### src/rtl/uart_tx_feeder.sv
// uart_tx_feeder: byte FIFO that drains one byte at a time into the UART send stage
module uart_tx_feeder #(
  parameter int DEPTH = 16,
  parameter int AW = 4,
  parameter int TO_CYCLES = 65535
) (
  input  logic          clk,
  input  logic          rst,
  input  logic          WrEn,
  input  logic [7:0]    WrData,
  output logic          Full,
  output logic          Empty,
  output logic [AW:0]   Count,
  output logic          Overflow,
  output logic          Timeout,
  output logic          SendEn,
  output logic [7:0]    SendData,
  input  logic          SendBusy,
  input  logic          SendDone
);
  typedef enum logic {sIdle, sWait} stateT;
  stateT state;
  logic [7:0] mem [DEPTH];
  logic [AW-1:0] wrPtr, rdPtr;
  logic [15:0] wdCnt;
  logic accept, pop;
  assign Full = Count == (AW+1)'(DEPTH);
  assign Empty = Count == '0;
  assign accept = WrEn && !Full;
  assign pop = state == sIdle && !Empty && !SendBusy;
  // Byte storage; contents need no reset since Count gates every read
  always_ff @(posedge clk)
    if (accept) mem[wrPtr] <= WrData;
  // Pointers, occupancy and the overflow pulse for rejected writes
  always_ff @(posedge clk or posedge rst)
    if (rst) begin
      wrPtr <= '0;
      rdPtr <= '0;
      Count <= '0;
      Overflow <= 1'b0;
    end else begin
      if (accept) wrPtr <= wrPtr + 1'b1;
      if (pop) rdPtr <= rdPtr + 1'b1;
      Count <= Count + (AW+1)'(accept) - (AW+1)'(pop);
      Overflow <= WrEn && Full;
    end
  // Issue FSM: pop and strobe one byte, then wait for SendDone or the watchdog
  always_ff @(posedge clk or posedge rst)
    if (rst) begin
      state <= sIdle;
      SendEn <= 1'b0;
      SendData <= '0;
      Timeout <= 1'b0;
      wdCnt <= '0;
    end else begin
      SendEn <= pop;
      Timeout <= 1'b0;
      if (state == sIdle) begin
        if (pop) begin
          SendData <= mem[rdPtr];
          wdCnt <= '0;
          state <= sWait;
        end
      end else if (SendDone) state <= sIdle;
      else if (wdCnt == 16'(TO_CYCLES - 1)) begin
        Timeout <= 1'b1;
        state <= sIdle;
      end else wdCnt <= wdCnt + 1'b1;
    end
endmodule
### config.mk
export PLATFORM = sky130hd
export DESIGN_NAME = uart_tx_feeder
export DESIGN_NICKNAME = d
export VERILOG_FILES = /design/src/rtl/uart_tx_feeder.sv
export SDC_FILE = /design/constraint.sdc
export NUM_CORES = 1
export LEC_CHECK = 0
export ABC_AREA = 1
export BUFFER_PORTS_ARGS = -buffer_cell sky130_fd_sc_hd__buf_2
export CAP_MARGIN = 40
export CORE_ASPECT_RATIO = 1.2
export CORE_UTILIZATION = 45
export DETAILED_ROUTE_END_ITERATION = 10
export HOLD_SLACK_MARGIN = 0.15
export PLACE_DENSITY_LB_ADDON = 0.3
export SYNTH_ARGS = -nofsm -noshare
export SYNTH_HDL_FRONTEND = slang
export SYNTH_SLANG_ARGS = --single-unit
### constraint.sdc
create_clock -name clk -period 3.1 [get_ports clk]
set_clock_uncertainty 0.2 [all_clocks]
set_input_delay 0.93 -clock clk [delete_from_list [all_inputs] [get_ports clk]]
set_output_delay 0.93 -clock clk [all_outputs]
set_load 0.005 [all_outputs]
==> results of run 1 <==
## power by group through the flow
| stage | clock network, mW | logic [mW] | registers, mW |
|---|---|---|---|
| 3_3_place_gp | 0 | 2.38 | 3.06 |
| 3_5_place_dp | 0 | 2.43 | 3.07 |
| 2_1_floorplan | 0 | 1.70 | 2.97 |
| 4_1_cts | 2.26 | 2.44 | 3.02 |
| 6_report | 2.22 | 2.40 | 3.02 |
| 5_1_grt | 2.35 | 2.73 | 3.06 |
## sequential cells by signal (all words and copies together) (netlist names)
signal	count
state	1
Timeout	1
rdPtr	4
Count	5
wdCnt	16
Overflow	1
wrPtr	4
SendData	8
SendEn	1
mem	128
## cell families after synthesis
group / after synthesis / synth area share
compound gates: 19 / 0.01702
xor+xnor: 14 / 0.01573
fa+ha+maj: 14 / 0.02344
buf+inv: 170 / 0.08605
flops: 169 / 0.6248
simple gates: 428 / 0.2329
## per-stage QoR
stage / power (mW) / setup WS (ns)
finish: 7.646 / 0.5326
global route: 8.146 / 0.3089
CTS: 7.720 / 0.5101
detailed placement: 5.496 / 0.2777
global placement: 5.444 / 0.3306
floorplan: 4.664 / 0.1808
## Yosys cell counts (3+ instances only)
cell type                  instances
sky130_fd_sc_hd__nand2_1         254
sky130_fd_sc_hd__clkbuf_1          5
sky130_fd_sc_hd__inv_1           141
sky130_fd_sc_hd__o21ai_2           7
sky130_fd_sc_hd__nand3_1         111
sky130_fd_sc_hd__buf_2            20
sky130_fd_sc_hd__o21ai_0           9
sky130_fd_sc_hd__ha_1             13
sky130_fd_sc_hd__dfrtp_1          41
sky130_fd_sc_hd__nand4_1           8
sky130_fd_sc_hd__nor2_1           43
sky130_fd_sc_hd__nor3_1            3
sky130_fd_sc_hd__xor2_1           12
sky130_fd_sc_hd__edfxtp_1        128
## per-layer routing
metal | routed length [um] | up-vias
met2 | 8699 | 128
li1 | - | 2676
met5 | 0 | -
met1 | 6584 | 2488
met3 | 832 | 24
met4 | 467 | 0
## critical path, delay by kind of cell, from the launching register on
family,cells,cell delay (ns)
buf+inv,3,0.19
fa+ha+maj,4,1.08
flops,1,0.38
compound gates,1,0.21
xor+xnor,1,0.16
simple gates,2,0.28
## worst max-delay path by stage
stage,start,to,cells after the start,slack [ns]
floorplan,SendBusy,Count[4],11,0.18
global placement,SendBusy,Count[4],11,0.33
detailed placement,SendBusy,Count[4],11,0.28
CTS,Count[2],Count[4],11,0.51
global route,Count[2],Count[4],11,0.31
finish,Count[2],Count[4],11,0.53
## cell type report
type,count,area share
inverter,142,0.05978
clock buffer,17,0.04771
multi-input combinational,475,0.2527
sequential,169,0.5463
clock inverter,15,0.02217
timing repair buffer,57,0.04098
tap,216,0.03031
==> results.md, run 1 <==
Run status:
- The flow ran to the end, and the final reports show no timing, DRC or antenna violations.

STA:
- The minimum clock period is 2.567 ns.
- The normalized max-slew margin is 0.6493.
- The count of endpoints failing setup in the final report is 0.
- The hold slack is 0.2621 ns.
- Setup repair after global routing left no endpoint under its margin.
- The transition time at the pin with the least slew margin is 0.5255 ns.
- The number of hold violations in the final report came to 0.
- The final cycle utilization of the critical path is 0.8282.
- The number of max-slew violations in the final report is 0.
- Static timing analysis puts the maximum clock frequency at 389.5 MHz.
- The sum of negative setup slack is 0 ns.

Power:
- The share of total power in the clock network is 0.291.
- The total internal power is 4.926 mW.
- The switching portion of total power is 0.3557.
- The worst-case IR drop observed on VDD is 0.6040 mV.
- Dividing total power by cell area gives a power density of 857.6 mW/mm2.
- The leakage component of the power is 4.068 nW.
- The part of the total power dissipated in combinational logic is 0.314.
- The switching power total is 2.720 mW.
- The sequential share of power is 0.395.

Logic synthesis:
- The share of the Yosys chip area taken by registers is 0.6248.
- The number of distinct standard cells referenced by the synthesized netlist is 27.
- Of all flip-flops after synthesis, the portion carrying an async set or reset was 0.2426.
- The number of enable-type register cells in the synthesized netlist is 128.
- The number of synthesized register bits is 169.
- A synthesized cell averages 9.575 um2.
- Ranked by total cell area, the synthesized netlist is headed by sky130_fd_sc_hd__edfxtp_1 49%, sky130_fd_sc_hd__dfrtp_1 13%, sky130_fd_sc_hd__nand2_1 12%.
- The fraction of post-synthesis cell area in the top cell type by area is 0.4932.
- The most used flip-flop cell after synthesis is sky130_fd_sc_hd__edfxtp_1.
- The dominant cell type by area after synthesis is sky130_fd_sc_hd__edfxtp_1.
- The synthesized cell area is 0.007794 mm2.
- For this run, the number of Yosys warnings is 0.
- Counting every net in the synthesized netlist gives 841.
- The gate count of the mapped netlist is 814.

Critical path:
- The highest-delay cell along the critical path is sky130_fd_sc_hd__fa_1.
- STA classifies the critical path endpoint as a register.
- The largest incremental delay on the critical path is 0.39 ns.
- Across all register-to-register paths, the minimum setup slack is 0.53 ns.
- The reg-to-reg endpoint is Count[4].
- Traced cell by cell, the critical path runs through inv_1, ha_1, nand4_1, nand2_1, ha_1, inv_1, ha_1, inv_1, fa_1, o21ai_0, xor2_1.
- The launching point of the worst reg2reg path is Count[2].
- The setup path with the least slack is of type reg2reg.
- The worst setup path is launched from a register.
- The required time reported for the critical path endpoint is 3.25 ns.
- The cell count of the worst reg-to-reg path is 11.
- In this run the worst path has a maximum fanout of 5.
- The critical path data arrival time is 2.72 ns.

Finish:
- The multi-input combinational cells in the finished layout cover a total of 0.002253 mm2.
- The final standard cell utilization of the core is 0.5271.
- Compared with the post-synthesis result, the final layout area differs by 14.40%.
- The net count reported at finish is 889.
- The library cell used most frequently in the layout, excluding fill and tap cells, is sky130_fd_sc_hd__nand2_1.
- Excluding fillers, the count of instances in the completed layout stands at 1091.
- In the final layout, flip-flops and latches occupy 0.004871 mm2.
- The number of filler instances in the final layout is 1490.
- In the layout the commonest cells are 254 x sky130_fd_sc_hd__nand2_1, 139 x sky130_fd_sc_hd__inv_1, 128 x sky130_fd_sc_hd__edfxtp_1.
- The number of antenna diodes in the final layout is 0.
- The final design area excluding fillers is 0.008916 mm2.
- Of the cells placed in the final design, the portion with a size suffix greater than 1 is 0.1246.

Clock tree:
- The number of gates resized after CTS was 0.
- The CTS tree is built.
- CTS saw 169 sinks.
- The later pin in the worst-skew pair is clocked with a latency of 0.43 ns.
- The master cell of the clock root buffer is sky130_fd_sc_hd__clkbuf_16.
- For this design, the CTS-stage hold fixing added 0 buffers.
- Clock tree synthesis inserted a total of 17 buffers.
- The clock tree buffer depth is 2.
- The clock-pin slew on the worst setup and hold paths is 0.07 ns.
- The post-CTS setup-driven buffer insertion count is 0.
- The level count of the clock H-tree is 4.

Global route:
- The via count of the first global-routing pass is 5158.
- After global routing the overflow that remains totals 0.
- The global-route track usage on met2 is 0.3514.
- The number of antenna violations at the first check in global routing is 0.
- The global-route met3 utilization is 0.04805.
- For this run, global-route usage on met1 was measured as 0.2412.
- Across every metal layer, demand over resource in global routing totals 0.2041.
- Entering global routing, the biggest net connects 43 pins.
- The global-route wire length before repair is 26.79 mm.
- The global routing stage identified its most utilized layer as met2.

Routing:
- The average routed wire per standard cell is 15.20 um.
- The first routing iteration left 356 violations.
- In this run the remaining antenna-violating nets after routing total 0.
- Using the TritonRoute via totals, the vias-per-cell ratio works out to 4.873.
- For this run, the detailed router's first-pass iteration total came to 5.
- The DRC violation count after routing is 0.
- The post-detailed-routing wire length is 16.58 mm.
- Across all layers, the routed design uses 5316 vias.

Placement:
- The routability congestion estimate from global placement is 0.8599.
- In this run, placement finished with an instance count of 1059.
- The final HPWL from detailed placement is 10.67 mm.
- The number of port buffers is 30.
- In this run the cell area measured after placement is 0.008293 mm2.

Worst hold path:
- The worst min-delay path class is in2async.

Run:
- The tool flagged a number of max-cap violations equal to 0.

Floorplan:
- The total area inside the core boundary comes to 0.01692 mm2.
- The die footprint is 0.01785 mm2.
- The starting density of the core is 0.4607.
- The boundary pin count is 31.
- The die span in y is 146.2 um.
- Measured along the x axis, the die boundary spans 122.1 um.
- The floorplan has 52 rows.
(Power assumes the default switching activity.)
==> run 2, diff against run 1 <==
Clock period 3.1 ns to 2.7 ns, I/O delays scaled along.
==> run 2 against run 1 <==
Effect of this change: cell area down 0.52%; setup slack got worse by 0.28 ns; maximum frequency up 4.9%; clock-buffer cell count grew 6; via count barely moved; worst hold slack worse by 0.096 ns; first-iteration DRC count is 0.28% lower; combinational power up 18%; global-route usage is 0.60 points lower; total power rose by 12%; sequential share of layout area rose by 0.29 points.
==> results.md, run 2 (synthesis results as in run 1) <==
Run status:
- The flow ran to the end, and the final reports show no timing, DRC or antenna violations.

Global route:
- The number of antenna violations at the first check in global routing came to 0.
- The via count of the first global-routing pass came to 5085.
- In the global route stage, overall resource usage came out at 0.1981.
- The global-route wire length before repair is 26.13 mm.
- The maximum number of pins on one net before global-route repair is 66.
- Summed over all layers, the global routing overflow is 0.

Routing:
- In this run, the number of DRC markers left after iteration 0 of detailed routing was 355.
- The DRC violation count after routing is 0.
- The post-detailed-routing wire length is 16.54 mm.
- Signal routing reaches up to met4.
- The length of routed met3 wiring is 955 um.
- The number of antenna-violating nets in the routed design is 0.
- Dividing the detail-routed via count by the number of cells gives 4.870.
- The first-pass iteration count of the detailed router is 7.
- The average routed wire per standard cell is 15.14 um.
- The met2 wirelength from detailed routing is 8.946 mm.
- The detailed-route via count is 5318.
- The met1 routed wirelength after detailed routing is 6.197 mm.

Critical path:
- The kind of end point of the critical path is a register.
- The critical path launch point type is a register.
- At the worst endpoint, the required time is 2.84 ns.
- The largest single stage delay on the critical path is 0.40 ns.
- The maximum fanout along the worst path is 3.
- The critical path is of the reg2reg type.
- Among all stages on the critical path, the largest delay is contributed by sky130_fd_sc_hd__dfrtp_1.
- Across all register-to-register paths, the minimum setup slack is 0.25 ns.
- STA puts the critical path data arrival time at 2.59 ns.
- Traced cell by cell, the critical path runs through inv_1, ha_1, nand4_1, nand3_2, inv_1, ha_1, inv_1, ha_1, inv_1, fa_2, o21ai_2, xor2_1.
- The most numerous cell type found on the critical path is sky130_fd_sc_hd__inv_1.

Finish:
- The repair_antennas step left the layout with diodes totalling 0.
- In the layout the commonest cells are 254 x sky130_fd_sc_hd__nand2_1, 139 x sky130_fd_sc_hd__inv_1, 128 x sky130_fd_sc_hd__edfxtp_1.
- The final standard cell utilization of the core is 0.5243.
- The net count reported at finish is 890.
- The area added between synthesis and finish is 13.81%.
- The number of filler instances in the final layout is 1509.
- The largest registers in the layout are mem: 128 flops, wdCnt: 16 flops, SendData: 8 flops.
- In the final layout, the multi-input gates occupy 0.002265 mm2.
- The commonest non-fill, non-tap cell in the layout is sky130_fd_sc_hd__nand2_1.
- The combined flip-flop and latch cell area is 0.004871 mm2.
- mem holds more flip-flops than any other register.
- In the final layout, the share of cells above drive strength 1 is 0.1221.
- The register with the most flip-flops in the layout has 128 of them.

STA:
- In this run the tightest slew margin relative to its limit is 0.5915.
- The number of hold violations in the final report is 0.
- Setup repair after global routing left no endpoint under its margin.
- The number of max-slew violations in the final report is 0.
- For this run, the top clock speed supported by timing is 408.6 MHz.
- The minimum clock period is 2.447 ns.
- In the post-route analysis, the smallest setup slack over all paths is 0.2526 ns.
- Setup violations remaining at the end of the flow were counted as 0.
- The transition time at the pin with the least slew margin is 0.6090 ns.
- The sum of negative setup slack is 0 ns.
- Of the available clock period, the critical path in the final layout requires 0.9064.

Clock tree:
- The clock tree synthesis step divided the H-tree into 4 levels.
- The clock latency reported for the late side of the worst-skew pair is 0.43 ns.
- The CTS tree is built.
- Counting along the longest clock path gives a buffer depth of 2.
- The total clock sinks is 169.
- Once the clock tree was built, the setup fixing pass inserted 0 buffers.
- The root buffer cell chosen for the clock tree is sky130_fd_sc_hd__clkbuf_16.
- The number of buffers created by CTS is 17.
- Clock-pin slew was measured on the worst setup and hold paths at 0.07 ns.

Floorplan:
- The die footprint is 0.01785 mm2.
- The boundary pin count is 31.
- The floorplan step set the die width to 122.1 um.
- The area of the core is 0.01692 mm2.
- The die is 146.2 um tall.
- The initialized floorplan defines 52 standard-cell rows.
- For this configuration, the core starts out at a cell density of 0.4607.

Power:
- The share of total power dissipated in sequential elements is 0.402.
- The power per cell area is 965.4 mW/mm2.
- Of the total power, combinational logic draws 0.330.
- Of the total power, the clock network draws 0.268.
- Of the total power, the share spent switching nets is 0.3622.
- The total internal power is 5.462 mW.
- Summed over all cells, the static leakage comes to 4.049 nW.
- For this design the total switching power over the nets is 3.101 mW.
- Across the VDD grid, the largest voltage drop is 0.5903 mV.

Placement:
- The wire-length estimate of the detail-placed layout is 10.92 mm.
- The routability congestion estimate from global placement is 0.8419.
- The number of port buffers is 30.
- At the placement stage, the worst setup path has a slack of 0.09043 ns.

Run:
- The number of max-cap violations is 0.

Worst hold path:
- The worst min-delay path class is in2async.
## run 2: cell type report
cell class / count / area share
Clock inverter: 9 / 0.01002
Clock buffer: 23 / 0.05290
Timing Repair Buffer: 58 / 0.04204
Multi-Input combinational cell: 475 / 0.2553
Inverter: 142 / 0.06009
Sequential cell: 169 / 0.5492
Tap cell: 216 / 0.03047
## run 2: critical path, delay by kind of cell, from the launching register on
family                   cells  cell delay, ns
AO/OA/AOI/OAI                1            0.16
XOR/XNOR                     1            0.15
adder cells (fa/ha/maj)      4            0.96
buffers and inverters        4            0.26
flip-flops                   1            0.40
AND/OR/NAND/NOR              2            0.23
## run 2: what timing repair did
action / CTS / global route
hold buffers: 0 / 0
resized for setup: 0 / 2
setup endpoints to repair: 0 / 1
## run 2: final timing paths
check	start	to	cells past startpoint
worst max-delay path	Count[2]	Count[4]	12
worst min-delay path	rst	wdCnt[10]	2
worst max register to register	Count[2]	Count[4]	12
worst min register to register	SendData[7]	SendData[7]	2
max in group asynchronous	rst	SendData[5]	3
min in group clk	SendData[7]	SendData[7]	2
## run 2: routing by layer
layer	GRT usage	vias up
li1	-	2690
met1	0.2254	2477
met2	0.3545	125
met3	0.04141	26
met4	0.08354	0
met5	0	-
## run 2: per-stage QoR
| stage | power [mW] | area [um2] | hold WS, ns | std cells |
|---|---|---|---|---|
| floorplan | 5.363 | 7801 | 0.2724 | 814 |
| global placement | 6.283 | 8305 | 0.2602 | 1060 |
| detailed placement | 6.338 | 8305 | 0.2614 | 1060 |
| CTS | 8.635 | 8864 | 0.1751 | 1092 |
| global route | 9.094 | 8870 | 0.1900 | 1092 |
| finish | 8.563 | 8870 | 0.1661 | 1092 |
## run 2: power by group through the flow
stage	clock network [mW]	logic (mW)	registers [mW]
2_1_floorplan	0	1.96	3.41
3_3_place_gp	0	2.81	3.48
3_5_place_dp	0	2.85	3.49
4_1_cts	2.34	2.86	3.44
5_1_grt	2.43	3.18	3.48
6_report	2.29	2.83	3.44
==> run 3, diff against run 2 <==
Settings changed: BUFFER_PORTS_ARGS -buffer_cell sky130_fd_sc_hd__buf_2 to not set, DONT_BUFFER_PORTS set to 1.
==> run 3 against run 2 <==
Effect of this change: register-to-register slack is essentially flat; highest routed layer unchanged; largest power group unchanged; clock power grew 11%; sequential power is essentially flat; wire length grew 2.5%; non-clock buffer count shrank 27; worst hold slack gained 0.10 ns; largest cell class unchanged.
==> results.md, run 3 (synthesis results as in run 1) <==
Routing:
- The number of antenna-violating nets in the routed design is 0.
- For this run, design rule violations remaining after detail routing come to 0.
- After the first detailed-routing iteration, the DRC count stood at 281.
- The first-pass iteration count of the detailed router is 4.
- For this block, the routed nets add up to 16.95 mm of wire.
- The detailed-route via count is 5289.
- The average routed wire per standard cell is 15.91 um.
- After detailed routing, the number of vias per cell comes to 4.966.

Global route:
- The global-route usage over all layers is 0.2117.
- The via count of the first global-routing pass was 5397.
- The number of antenna violations at the first check in global routing is 0.
- The first global-routing pass estimated 28.01 mm of wire.
- The total overflow left after global routing is 0.
- The maximum number of pins on one net before global-route repair is 67.

STA:
- The number of hold violations in the final report is 0.
- Derived from the worst setup path, the maximum achievable clock frequency is 407.3 MHz.
- The count of endpoints failing setup in the final report is 0.
- Setup total negative slack on the finished layout was measured at 0 ns.
- The transition time at the pin with the least slew margin is 0.6943 ns.
- The number of max-slew violations in the final report is 0.
- The normalized max-slew margin is 0.5372.
- The clock period could shrink to 2.455 ns.
- Dividing the final minimum period by the clock period gives 0.9092.
- Setup repair after global routing left no endpoint under its margin.

Placement:
- After detailed placement, the total cell area comes to 0.008178 mm2.
- The number of port buffers is 0.
- The number of placed instances, taps included, is 1032.
- The final HPWL from detailed placement is 11.37 mm.
- The routability congestion estimate from global placement is 0.8313.

Power:
- The worst-case IR drop observed on VDD is 0.5397 mV.
- The leakage component of the power is 3.963 nW.
- Power spread over the standard cell area amounts to 986.7 mW/mm2.

Finish:
- The net count reported at finish is 863.
- The largest registers in the layout are mem: 128 flops, wdCnt: 16 flops, SendData: 8 flops.
- The number of antenna diodes in the final layout is 0.
- The final design area excluding fillers is 0.008808 mm2.
- The top cell types in the final layout, fill and taps aside, are 254 x sky130_fd_sc_hd__nand2_1, 139 x sky130_fd_sc_hd__inv_1, 128 x sky130_fd_sc_hd__edfxtp_1.
- The flip-flop count of the largest register, all copies and words added is 128.
- Of the cells placed in the final design, the portion with a size suffix greater than 1 is 0.09894.
- Compared with the post-synthesis result, the final layout area differs by 13.02%.
- The register with the highest flop count is mem.
- The number of filler instances in the final layout is 1504.
- The non-filler instance count after layout is 1065.
- The commonest non-fill, non-tap cell in the layout is sky130_fd_sc_hd__nand2_1.

Floorplan:
- The core region is 0.01692 mm2.
- The die footprint is 0.01785 mm2.
- The initial utilization of the core area, before any placement, comes to 0.4607.
- The number of core rows is 52.
- Pin placement for this block handled 31 I/O pins.
- The die is 146.2 um tall.
- The die is 122.1 um wide.

Clock tree:
- The number of buffers created by CTS is 17.
- The level count of the clock H-tree is 4.
- The master cell of the clock root buffer is sky130_fd_sc_hd__clkbuf_16.
- TritonCTS built the clock tree.
- The post-CTS setup-driven buffer insertion count is 0.
- The clock drives 169 sinks.
- The clock-pin slew on the worst setup and hold paths is 0.07 ns.
- The clock passes through at most 2 buffers.
- The clock latency reported for the late side of the worst-skew pair is 0.43 ns.

Run status:
- The flow ran to the end, and the final reports show no timing, DRC or antenna violations.

Critical path:
- The worst setup path is launched from a register.
- Of all nets on the critical path, the largest fanout is 3.
- The critical path start-end classification is reg2reg.
- For flop-to-flop paths, the worst setup slack is 0.25 ns.
- The critical path data arrival time is 2.61 ns.
- The worst setup path is captured at a register.
- The required time reported for the critical path endpoint is 2.85 ns.

Run:
- The number of max-cap violations is 0.

Worst hold path:
- The tightest min-delay check is of the in2reg type.
==> run 3: final cells by class <==
type | count | area [um2] | area share
well taps | 216 | 270.3 | 0.03068
inverters | 142 | 533.0 | 0.06051
multi-input cells | 475 | 2265 | 0.2571
clock buffers | 17 | 425.4 | 0.04830
clock inverters | 15 | 187.7 | 0.02131
repair buffers | 31 | 255.2 | 0.02898
flip-flops and latches | 169 | 4872 | 0.5531
==> run 3: final timing paths <==
path                                   from     endpoint  depth (start not counted)
worst max-delay path               Count[3]     Count[4]                         12
worst min-delay path              WrData[0]    mem[7][0]                          0
worst max register to register     Count[3]     Count[4]                         12
worst min register to register  SendData[4]  SendData[4]                          2
max in group asynchronous               rst     Count[3]                          3
min in group asynchronous               rst     wdCnt[7]                          2
==> run 3: report_power, final <==
group / internal [mW] / switching (mW)
combinational: 0.857 / 1.84
clock: 1.48 / 1.06
sequential: 3.20 / 0.255
==> run 3: worst max-delay path, stage by stage, from the launching register on <==
cell and delay [ns]:
sky130_fd_sc_hd__dfrtp_2 0.44, sky130_fd_sc_hd__inv_1 0.09, sky130_fd_sc_hd__ha_1 0.16, sky130_fd_sc_hd__nand4_1 0.14, sky130_fd_sc_hd__nand3_2 0.09, sky130_fd_sc_hd__inv_1 0.05, sky130_fd_sc_hd__ha_1 0.26, sky130_fd_sc_hd__inv_1 0.05
sky130_fd_sc_hd__ha_1 0.16, sky130_fd_sc_hd__inv_1 0.06, sky130_fd_sc_hd__fa_2 0.36, sky130_fd_sc_hd__o21ai_2 0.15, sky130_fd_sc_hd__xor2_1 0.16
==> run 3: per-stage QoR <==
| step | setup WS (ns) | utilization | hold slack (ns) | total power, mW |
|---|---|---|---|---|
| after floorplan | 0.03405 | - | 0.2724 | 5.363 |
| final | 0.2451 | 0.5207 | 0.2711 | 8.691 |
| after CTS | 0.1590 | 0.5203 | 0.2567 | 8.727 |
| after global placement | 0.2216 | 0.4818 | 0.3126 | 6.145 |
| after detailed placement | 0.1590 | 0.4834 | 0.3140 | 6.192 |
| after global routing | 0.05839 | 0.5207 | 0.2499 | 9.233 |
==> run 3: what timing repair did <==
item | CTS | global route
resized for setup | 0 | 3
hold endpoints to repair | 7 | 0
endpoints found under the setup margin | 0 | 1
hold buffers | 1 | 0
==> run 3: metal layers <==
layer / global-route usage / wire length, um / share of wire / vias up
li1: - / - / - / 2632
met1: 0.2505 / 6913 / 0.41 / 2521
met2: 0.3678 / 9054 / 0.53 / 113
met3: 0.05352 / 645 / 0.038 / 23
met4: 0.07622 / 334 / 0.020 / 0
met5: 0 / 0 / 0 / -
